--- src/rtl/uart_cmd_pkg.sv ---
// rtl/uart_cmd_pkg.sv - shared state encoding and error codes for the UART command parser
package uart_cmd_pkg;

    typedef enum logic [2:0] {
        ST_SYNC    = 3'd0,
        ST_CMD     = 3'd1,
        ST_LEN     = 3'd2,
        ST_PAYLOAD = 3'd3,
        ST_CHECK   = 3'd4,
        ST_HOLD    = 3'd5
    } state_e;

    localparam logic [1:0] ERR_OVERRUN = 2'd0;
    localparam logic [1:0] ERR_BAD_LEN = 2'd1;
    localparam logic [1:0] ERR_BAD_CHK = 2'd2;
    localparam logic [1:0] ERR_TIMEOUT = 2'd3;

    localparam logic [7:0] DEFAULT_SYNC_BYTE = 8'hA5;

endpackage

--- src/rtl/uart_cmd_buf.sv ---
// rtl/uart_cmd_buf.sv - payload register file, one sync write port and one combinational read port
module uart_cmd_buf #(
    parameter int DEPTH = 16,
    parameter int AW    = 4
) (
    input  logic          clk,
    input  logic          we,
    input  logic [AW-1:0] waddr,
    input  logic [7:0]    wdata,
    input  logic [AW-1:0] raddr,
    output logic [7:0]    rdata
);

    logic [7:0] mem_q [DEPTH];
    logic [7:0] mem_d [DEPTH];

    // Next-state of the array: only the addressed entry changes on a write
    always_comb begin
        mem_d = mem_q;
        if (we) begin
            mem_d[waddr] = wdata;
        end
    end

    // Payload storage; contents are meaningless until written, so no reset
    always_ff @(posedge clk) begin
        mem_q <= mem_d;
    end

    assign rdata = mem_q[raddr];

endmodule

--- src/rtl/uart_cmd_parser.sv ---
// rtl/uart_cmd_parser.sv - UART command frame parser with length, checksum and inter-byte timeout checks
module uart_cmd_parser
    import uart_cmd_pkg::*;
#(
    parameter int         MAX_LEN      = 16,
    parameter logic [7:0] SYNC_BYTE    = DEFAULT_SYNC_BYTE,
    parameter int         TIMEOUT_CLKS = 12000,
    localparam int        AW           = (MAX_LEN > 1) ? $clog2(MAX_LEN) : 1
) (
    input  logic          clk,
    input  logic          rst,
    input  logic [7:0]    rx_data,
    input  logic          rx_valid,
    output logic          cmd_valid,
    output logic [7:0]    cmd_code,
    output logic [7:0]    cmd_len,
    input  logic [AW-1:0] rd_addr,
    output logic [7:0]    rd_data,
    input  logic          cmd_ack,
    output logic          err_pulse,
    output logic [1:0]    err_code,
    output logic          busy
);

    localparam int            CW        = (TIMEOUT_CLKS > 1) ? $clog2(TIMEOUT_CLKS) : 1;
    localparam logic [CW-1:0] CNT_LAST  = CW'(TIMEOUT_CLKS - 1);
    localparam logic [7:0]    MAX_LEN_B = 8'(MAX_LEN);

    state_e        state_q, state_d;
    logic [7:0]    code_q, code_d;
    logic [7:0]    len_q, len_d;
    logic [7:0]    sum_q, sum_d;
    logic [7:0]    idx_q, idx_d;
    logic [CW-1:0] cnt_q, cnt_d;
    logic          valid_q, valid_d;
    logic          busy_q, busy_d;
    logic          err_pulse_q, err_pulse_d;
    logic [1:0]    err_code_q, err_code_d;
    logic          buf_we;

    // Frame delimiting, validation and timeout; computes every next-state value
    always_comb begin
        state_d     = state_q;
        code_d      = code_q;
        len_d       = len_q;
        sum_d       = sum_q;
        idx_d       = idx_q;
        cnt_d       = '0;
        err_pulse_d = 1'b0;
        err_code_d  = err_code_q;
        buf_we      = 1'b0;

        case (state_q)
            ST_SYNC: begin
                if (rx_valid && rx_data == SYNC_BYTE) begin
                    state_d = ST_CMD;
                end
            end
            ST_HOLD: begin
                // An ack frees the frame immediately, so a coincident byte is a SYNC-state byte
                if (cmd_ack) begin
                    state_d = (rx_valid && rx_data == SYNC_BYTE) ? ST_CMD : ST_SYNC;
                end else if (rx_valid) begin
                    err_pulse_d = 1'b1;
                    err_code_d  = ERR_OVERRUN;
                end
            end
            default: begin
                // A byte in the expiry cycle takes priority over the timeout
                if (rx_valid) begin
                    case (state_q)
                        ST_CMD: begin
                            code_d  = rx_data;
                            sum_d   = rx_data;
                            state_d = ST_LEN;
                        end
                        ST_LEN: begin
                            if (rx_data > MAX_LEN_B) begin
                                err_pulse_d = 1'b1;
                                err_code_d  = ERR_BAD_LEN;
                                state_d     = ST_SYNC;
                            end else begin
                                len_d   = rx_data;
                                sum_d   = sum_q + rx_data;
                                idx_d   = '0;
                                state_d = (rx_data == 8'd0) ? ST_CHECK : ST_PAYLOAD;
                            end
                        end
                        ST_PAYLOAD: begin
                            buf_we = 1'b1;
                            sum_d  = sum_q + rx_data;
                            idx_d  = idx_q + 8'd1;
                            if (8'(idx_q + 8'd1) == len_q) begin
                                state_d = ST_CHECK;
                            end
                        end
                        ST_CHECK: begin
                            if (8'(sum_q + rx_data) == 8'd0) begin
                                state_d = ST_HOLD;
                            end else begin
                                err_pulse_d = 1'b1;
                                err_code_d  = ERR_BAD_CHK;
                                state_d     = ST_SYNC;
                            end
                        end
                        default: state_d = ST_SYNC;
                    endcase
                end else if (cnt_q == CNT_LAST) begin
                    err_pulse_d = 1'b1;
                    err_code_d  = ERR_TIMEOUT;
                    state_d     = ST_SYNC;
                end else begin
                    cnt_d = cnt_q + CW'(1);
                end
            end
        endcase

        valid_d = (state_d == ST_HOLD);
        busy_d  = (state_d != ST_SYNC);
    end

    // Parser state, frame fields and registered outputs
    always_ff @(posedge clk) begin
        if (rst) begin
            state_q     <= ST_SYNC;
            code_q      <= '0;
            len_q       <= '0;
            sum_q       <= '0;
            idx_q       <= '0;
            cnt_q       <= '0;
            valid_q     <= 1'b0;
            busy_q      <= 1'b0;
            err_pulse_q <= 1'b0;
            err_code_q  <= '0;
        end else begin
            state_q     <= state_d;
            code_q      <= code_d;
            len_q       <= len_d;
            sum_q       <= sum_d;
            idx_q       <= idx_d;
            cnt_q       <= cnt_d;
            valid_q     <= valid_d;
            busy_q      <= busy_d;
            err_pulse_q <= err_pulse_d;
            err_code_q  <= err_code_d;
        end
    end

    uart_cmd_buf #(
        .DEPTH (MAX_LEN),
        .AW    (AW)
    ) u_buf (
        .clk   (clk),
        .we    (buf_we),
        .waddr (idx_q[AW-1:0]),
        .wdata (rx_data),
        .raddr (rd_addr),
        .rdata (rd_data)
    );

    assign cmd_valid = valid_q;
    assign cmd_code  = code_q;
    assign cmd_len   = len_q;
    assign err_pulse = err_pulse_q;
    assign err_code  = err_code_q;
    assign busy      = busy_q;

endmodule

--- config.mk ---
export PLATFORM = sky130hd
export DESIGN_NAME = uart_cmd_parser
export DESIGN_NICKNAME = d
export VERILOG_FILES = /design/src/rtl/uart_cmd_pkg.sv /design/src/rtl/uart_cmd_buf.sv /design/src/rtl/uart_cmd_parser.sv
export SDC_FILE = /design/constraint.sdc
export NUM_CORES = 1
export LEC_CHECK = 0
export ABC_AREA = 1
export BUFFER_PORTS_ARGS = -buffer_cell sky130_fd_sc_hd__buf_2
export CAP_MARGIN = 20
export CORE_UTILIZATION = 50
export DETAILED_ROUTE_END_ITERATION = 10
export PLACE_DENSITY = 0.77
export RECOVER_POWER = 25
export SLEW_MARGIN = 20
export SYNTH_ARGS = -nofsm -noshare
export SYNTH_HDL_FRONTEND = slang
export SYNTH_SLANG_ARGS = --single-unit
--- constraint.sdc ---
create_clock -name clk -period 4 [get_ports clk]
set_input_delay 1.2 -clock clk [delete_from_list [all_inputs] [get_ports clk]]
set_output_delay 1.2 -clock clk [all_outputs]
set_load 0.005 [all_outputs]
After elaboration in Yosys (flattened, before gate mapping)
Cells that the tools add are included.
W data, S select, Z words.
{"block": "word_totals", "ff_bits": 182, "in_bits": 16, "output_inout_bits": 29, "elab_cells": 109}
{"block": "op_classes", "add_sub_neg": 3, "magnitude_cmp": 4, "n_eq_ne": 15, "n_mux": 40, "bitwise_logic": 5, "reduce_logical": 16}
{"operator": "$bwmux W128", "n": 1}
{"operator": "$mux W8", "n": 5}
{"operator": "$bmux W8 S4", "n": 1}
{"operator": "$demux W8 S4", "n": 1}
{"operator": "$mux W3", "n": 8}
{"operator": "$pmux W8 S3", "n": 1}
{"operator": "$logic_not A8 Y1", "n": 2}
{"operator": "$pmux W8 S2", "n": 1}
{"operator": "$add A14 B1 Y14 const B", "n": 1}
{"operator": "$eq A14 B14 Y1 const B", "n": 1}
{"operator": "$mux W2", "n": 6}
{"operator": "$pmux W3 S4", "n": 1}
{"operator": "$reduce_and A4 Y1", "n": 3}
{"operator": "$ge A5 B5 Y1 const B", "n": 2}
{"operator": "$mux W1", "n": 10}
{"operator": "$not A4 Y5", "n": 2}
{"operator": "$eq A3 B3 Y1 const B", "n": 3}
{"operator": "$add A8 B1 Y8 const B", "n": 1}
{"operator": "$add A8 B8 Y8", "n": 1}
{"operator": "$eq A8 B8 Y1", "n": 1}
{"operator": "$eq A8 B8 Y1 const B", "n": 1}
{"operator": "$gt A8 B5 Y1 const B", "n": 1}
{"operator": "$ne A4 B4 Y1 const B", "n": 2}
{"operator": "$pmux W2 S2", "n": 2}
{"operator": "other kinds (16)", "n": 25}

Logic depth before layout (Yosys ltp)
Gate-level depths: netlist (run 1).
{"block": "logic_depth", "ltp_word": 7, "ltp_mapped": 17, "ltp_nobuf": 17}

Modules after synthesis
A second synthesis (run 1) with hierarchy kept.
{"block": "unflattened", "cells_unflattened": 1009, "area_unflattened_um2": 8639.5}
{"mod": "uart_cmd_buf", "instances": 1, "cells_per_inst": 544, "area_per_inst_um2": 5609.1, "seq_area_each_um2": 3843.7}
{"mod": "uart_cmd_parser", "instances": 1, "cells_per_inst": 465, "area_per_inst_um2": 3030.4, "seq_area_each_um2": 1081.0}

Worst setup path after synthesis (run 1)
No wires, ideal clock.
{"block": "synth_path", "path_kind": "input -> output", "startpoint": "input port rd_addr[0]", "endpoint": "output port rd_data[5]", "t_arrival_ps": 2280, "t_required_ps": 2800, "slack_ps": 520, "stages": 7, "n_path_buf": 3, "cell_sequence": "buf_2 -> buf_2 -> buf_2 -> mux2i_1 -> o211ai_1 -> o211ai_1 -> nand2_1"}
{"block": "synth_via", "elab_chain_len": 4}
{"item": "from (decl)", "line_no": "uart_cmd_parser.sv:17", "rtl": "input logic [AW-1:0] rd_addr,"}
{"item": "$not A4 Y5 (not written as such)", "line_no": "uart_cmd_buf.sv:30", "rtl": "assign rdata = mem_q[raddr];"}
{"item": "$bmux W8 S4", "line_no": "uart_cmd_buf.sv:30"}
{"item": "$mux W8 (not written as such) (2 in a row)", "line_no": "uart_cmd_buf.sv:30"}
{"item": "to (decl)", "line_no": "uart_cmd_parser.sv:18", "rtl": "output logic [7:0] rd_data,"}
Every way passes these cells. The select of a mux whose other input is x is not followed.

Worst setup path in the final report (run 1)
Same ends and word-level chain as after synthesis.

==> flow_summary.ini, run 1 <==
[status]
status = completed

[global_route]
grt.overflow.total = 0
grt_first_pass_wirelength_um = 29600
grt.total_usage = 0.234
grt_antenna_before_repair = 0
grt_max_degree = 33
first_global_vias = 5806

[synthesis]
synth_flop_cell = edfxtp_1
synth.distinct_cells = 43
synth-edff-count = 128
synthCells = 818
ys_warn_count = 0
syn_area_um2 = 8200
yosysSeqAreaShare = 0.601
ys_ff_latch = 182
synth_nets = 847
async_reset_ff_frac = 0
syn_area_per_cell_um2 = 10.0

[finish]
area_growth_pct = 12.9
nFillCells = 1331
mostFrequentLayoutCell = edfxtp_1
layout-drive-gt1-share = 0.118
fin_nets = 897
n_antenna_cell = 0
final_cell_mix = 128 x edfxtp_1, 121 x nand2_1, 91 x inv_1

[routing]
wl_met1_um = 8260
wl_met3_um = 1020
drtIter0Drc = 485
wl_per_cell_um = 16.9
vias = 6033
topRoutingLayerUsed = met4
firstDrtPassIters = 5
wl_met2_um = 8830
antenna_left = 0
finalWirelength_um = 18500
drc = 0
avgViaCountPerCell = 5.50

[timing]
grt_setup_unrepaired = false
slew_viol_final = 0
slew_headroom = 0.219
timing.fmax_mhz = 271
finClkSkew_ns = 0.0103
tightest_slew_ns = 1.17
tns_ns = 0
setup_viol = 0
hold_viol = 0
period_needed_ns = 3.69
period_share = 0.923

[cts]
htree_levels = 4
cts_resized = 0
numCtsBuffers = 17
cts_root_buffer = clkbuf_16
clock-sinks = 182
path_clk_slew_ns = 0.07
cts_setup_buffers = 0
tritoncts = built
clockBufferDepth = 2
clk_latency_ns = 0.43
ctsHoldBuffers = 0

[pwr]
p_leak_uw = 0.00360
pwr-share-seq = 0.531
p_int_uw = 2940
power.density_nw_per_um2 = 409
switching_share = 0.224
peakVddDrop_mv = 0.338
combPwrFrac = 0.051
clkPwrFrac = 0.418
p_switching_uw = 847
total_power_uw = 3790

[setup_path]
critPathLaunch = rd_addr[0]
crit_required_ns = 2.80
worst_setup_path_end_kind = output pin
timing.rr.start = state_q[1]
cp.arrival_ns = 2.49
critPathMaxFanout = 24
reg2reg_slack_ns = 1.36
reg2regPathDepth = 8
start_kind = input pin
timing.rr.end = u_buf.mem_q[23]
worstSetupPathType = input pin to output pin

[die]
start_util = 0.514
fp.dieArea_um2 = 16900
die_w_um = 130
core_area_um2 = 15900
ioPinCount = 45
die_y_um = 130
core.rowCount = 46

[hold_path]
min_to = cnt_q[0]
worstHoldPathCells = 1
hp-start = cnt_q[0]
hp-class = register to register

[run]
drv_cap = 0

[place]
hpwl_um = 12600
place_congestion = 0.912
numPortBuffers = 44
state kept, by name (all words and copies together) (netlist names):
signal	cells
cmd_code	8
cmd_len	8
busy	1
u_buf.mem_q	128
err_pulse	1
cnt_q	14
cmd_valid	1
sum_q	8
idx_q	8
state_q	3
err_code	2
worst max path at each step:
stage,endpoint,slack [ns],depth (start not counted)
floorplan,rd_data[5],0.52,7
global placement,rd_data[6],0.35,7
detailed placement,rd_data[6],0.32,7
CTS,rd_data[6],0.32,7
global route,rd_data[3],0.20,8
finish,rd_data[5],0.31,7
kinds of logic after synthesis:
group,share of synthesized area
compound gates,0.125
buf+inv,0.0633
mux,0.0391
fa+ha+maj,0.0208
flops,0.601
simple gates,0.145
xor+xnor,0.00702
worst max-delay path, cell delays in order:
cell      delay, ns
buf_4          0.26
buf_4          0.24
mux2i_1        0.22
o21ai_0        0.11
o211ai_1       0.22
nand2_1        0.10
buf_2          0.14
final cells by class:
cell class / count / area, µm² / area share
clock buffer: 19 / 433 / 0.0467
clock inverter: 12 / 121 / 0.0131
inverter: 101 / 379 / 0.0409
multi-input combinational: 503 / 2760 / 0.298
sequential: 182 / 4920 / 0.532
tap: 216 / 270 / 0.0292
timing repair buffer: 63 / 377 / 0.0407
power by group through the flow:
stage / clock network, µW / logic, µW / registers [µW]
after floorplan: 0 / 105 / 2050
after global placement: 0 / 189 / 2050
after detailed placement: 0 / 193 / 2050
after CTS: 1600 / 194 / 2010
after global routing: 1670 / 212 / 2010
final: 1580 / 192 / 2010
cell usage after synthesis, types with 2 or more instances:
cell / n / share of area
a211oi_1: 2 / 0.0018
a21oi_1: 71 / 0.043
a31oi_1: 4 / 0.0031
buf_1: 2 / 0.00092
buf_2: 10 / 0.0061
buf_4: 2 / 0.0018
clkbuf_1: 18 / 0.0082
clkinv_1: 2 / 0.00092
dfxtp_1: 54 / 0.13
edfxtp_1: 128 / 0.47
ha_1: 12 / 0.018
inv_1: 91 / 0.042
inv_2: 8 / 0.0037
mux2i_1: 32 / 0.039
nand2_1: 121 / 0.055
nand2_2: 5 / 0.0038
nand3_1: 43 / 0.026
nand4_1: 7 / 0.0053
nor2_1: 68 / 0.031
nor2_2: 3 / 0.0023
nor2_4: 3 / 0.0041
nor3_1: 9 / 0.0055
nor3b_1: 3 / 0.0027
o211ai_1: 32 / 0.029
o21a_1: 2 / 0.0018
o21ai_0: 63 / 0.038
o21ai_1: 3 / 0.0018
or2_2: 3 / 0.0023
xnor2_1: 2 / 0.0021
xor2_1: 2 / 0.0021
per-stage QoR:
stage	util	setup WS, ns	cell area (µm²)	cells	hold WS, ns
after global routing	0.581	0.200	9260	1096	0.483
after global placement	0.548	0.348	8730	1065	0.429
after CTS	0.583	0.321	9290	1096	0.456
after detailed placement	0.548	0.317	8730	1065	0.440
final	0.581	0.308	9260	1096	0.450
after floorplan	-	0.520	8200	818	0.417
per-layer routing:
| layer | track usage | vias to the layer above |
|---|---|---|
| met1 | 0.307 | 2872 |
| met4 | 0.0834 | 0 |
| met2 | 0.389 | 207 |
| met5 | 0 | - |
| met3 | 0.0455 | 31 |
| li1 | - | 2923 |
Power figures use the tool's default switching activity.
==> inputs of run 2 (changes only) <==
- RECOVER_POWER: 25 -> not set
==> flow_summary.ini, run 2 (synthesized netlist as in run 1, its figures left out) <==
[routing]
drc = 0
vias = 6023
drtIter0Drc = 458
finalWirelength_um = 18500
firstDrtPassIters = 5
wl_per_cell_um = 16.9
antenna_left = 0
avgViaCountPerCell = 5.50

[timing]
tightest_slew_ns = 0.884
tns_ns = 0
setup_ws_ns = 0.297
slew_viol_final = 0
grt_setup_unrepaired = false
hold_viol = 0
timing.fmax_mhz = 270
setup_viol = 0
finClkSkew_ns = 0.00932
period_needed_ns = 3.70
slew_headroom = 0.409
period_share = 0.926

[finish]
largest-register = u_buf.mem_q
top_regs = u_buf.mem_q (128), cnt_q (14)
largest_register_ffs = 128
mostFrequentLayoutCell = edfxtp_1
layout-drive-gt1-share = 0.131
instances_no_fill = 1096
fin_nets = 897
n_antenna_cell = 0
final_cell_mix = 128 x edfxtp_1, 121 x nand2_1, 91 x inv_1
area_growth_pct = 13.3

[pwr]
switching_share = 0.223
pwr-share-seq = 0.531
p_leak_uw = 0.00363
peakVddDrop_mv = 0.338
combPwrFrac = 0.051
p_switching_uw = 845
power.density_nw_per_um2 = 408
clkPwrFrac = 0.417
p_int_uw = 2940

[cts]
tritoncts = built
numCtsBuffers = 17
clockBufferDepth = 2
ctsHoldBuffers = 0
path_clk_slew_ns = 0.06
clk_latency_ns = 0.43
cts_setup_buffers = 0
cts_resized = 0
clock-sinks = 182
cts_root_buffer = clkbuf_16
htree_levels = 4

[setup_path]
timing.rr.end = u_buf.mem_q[23]
reg2regPathDepth = 7
crit_required_ns = 2.80
reg2reg_slack_ns = 1.32
worstSetupPathType = input pin to output pin
start_kind = input pin
worst_setup_path_end_kind = output pin
cp_slowest_cell = buf_4
cp_common_cell = buf_4
timing.rr.start = state_q[2]
cp.arrival_ns = 2.50
critical_path.cell_chain = buf_4 > buf_4 > mux2i_1 > o21ai_0 > o211ai_1 > nand2_1 > buf_2
critPathMaxFanout = 24
max_stage_delay_ns = 0.26

[hold_path]
hp-start = cnt_q[0]
min_to = cnt_q[0]
hp-class = register to register
worstHoldPathCells = 1

[global_route]
grt_max_degree = 33
grt_antenna_before_repair = 0
grt_first_pass_wirelength_um = 29600
grt.total_usage = 0.234
first_global_vias = 5806
grt.overflow.total = 0

[die]
fp.dieArea_um2 = 16900
start_util = 0.514
core_area_um2 = 15900
ioPinCount = 45
core.rowCount = 46
die_y_um = 130
die_w_um = 130

[place]
numPortBuffers = 44
hpwl_um = 12600
place_congestion = 0.912
place_inst = 1065
dpl_worst_slack_ns = 0.317

[run]
drv_cap = 0

[status]
status = completed
[run 2: power groups by stage]
| stage | logic, µW | registers, µW | clock network (µW) |
|---|---|---|---|
| 6_report | 195 | 2010 | 1580 |
| 5_1_grt | 215 | 2010 | 1670 |
| 4_1_cts | 194 | 2010 | 1600 |
| 3_5_place_dp | 193 | 2050 | 0 |
| 3_3_place_gp | 189 | 2050 | 0 |
| 2_1_floorplan | 105 | 2050 | 0 |
[run 2: area by class of cell]
| cell class | instances | area [µm²] |
|---|---|---|
| Clock buffer | 19 | 433 |
| Clock inverter | 12 | 121 |
| Fill cell | 1321 | 6660 |
| Inverter | 101 | 379 |
| Multi-Input combinational cell | 503 | 2760 |
| Sequential cell | 182 | 4920 |
| Tap cell | 216 | 270 |
| Timing Repair Buffer | 63 | 403 |
[run 2: how the worst max path moves through the flow]
stage                  to        from
2_1_floorplan  rd_data[5]  rd_addr[0]
4_1_cts        rd_data[6]  rd_addr[0]
3_3_place_gp   rd_data[6]  rd_addr[0]
5_1_grt        rd_data[3]  rd_addr[0]
6_report       rd_data[5]  rd_addr[0]
3_5_place_dp   rd_data[6]  rd_addr[0]
[run 2: per-layer routing]
layer,track usage,up-vias,part of all wire
met5,0,-,0
met4,0.0834,0,0.021
met3,0.0455,35,0.055
met2,0.389,202,0.47
met1,0.307,2865,0.45
li1,-,2921,-
[run 2: worst max-delay path: cells and delay by family]
kind / cells / cell delay [ns]
AND/OR/NAND/NOR: 1 / 0.11
buffers and inverters: 3 / 0.64
AO/OA/AOI/OAI: 2 / 0.34
multiplexers: 1 / 0.22
[run 2: through the flow]
stage                     total power [µW]  cell area (µm²)  utilization  hold slack, ns
final                                 3790             9290        0.583           0.450
after floorplan                       2160             8200            -           0.417
after global routing                  3900             9290        0.583           0.483
after CTS                             3810             9290        0.583           0.456
after global placement                2240             8730        0.548           0.429
after detailed placement              2250             8730        0.548           0.440
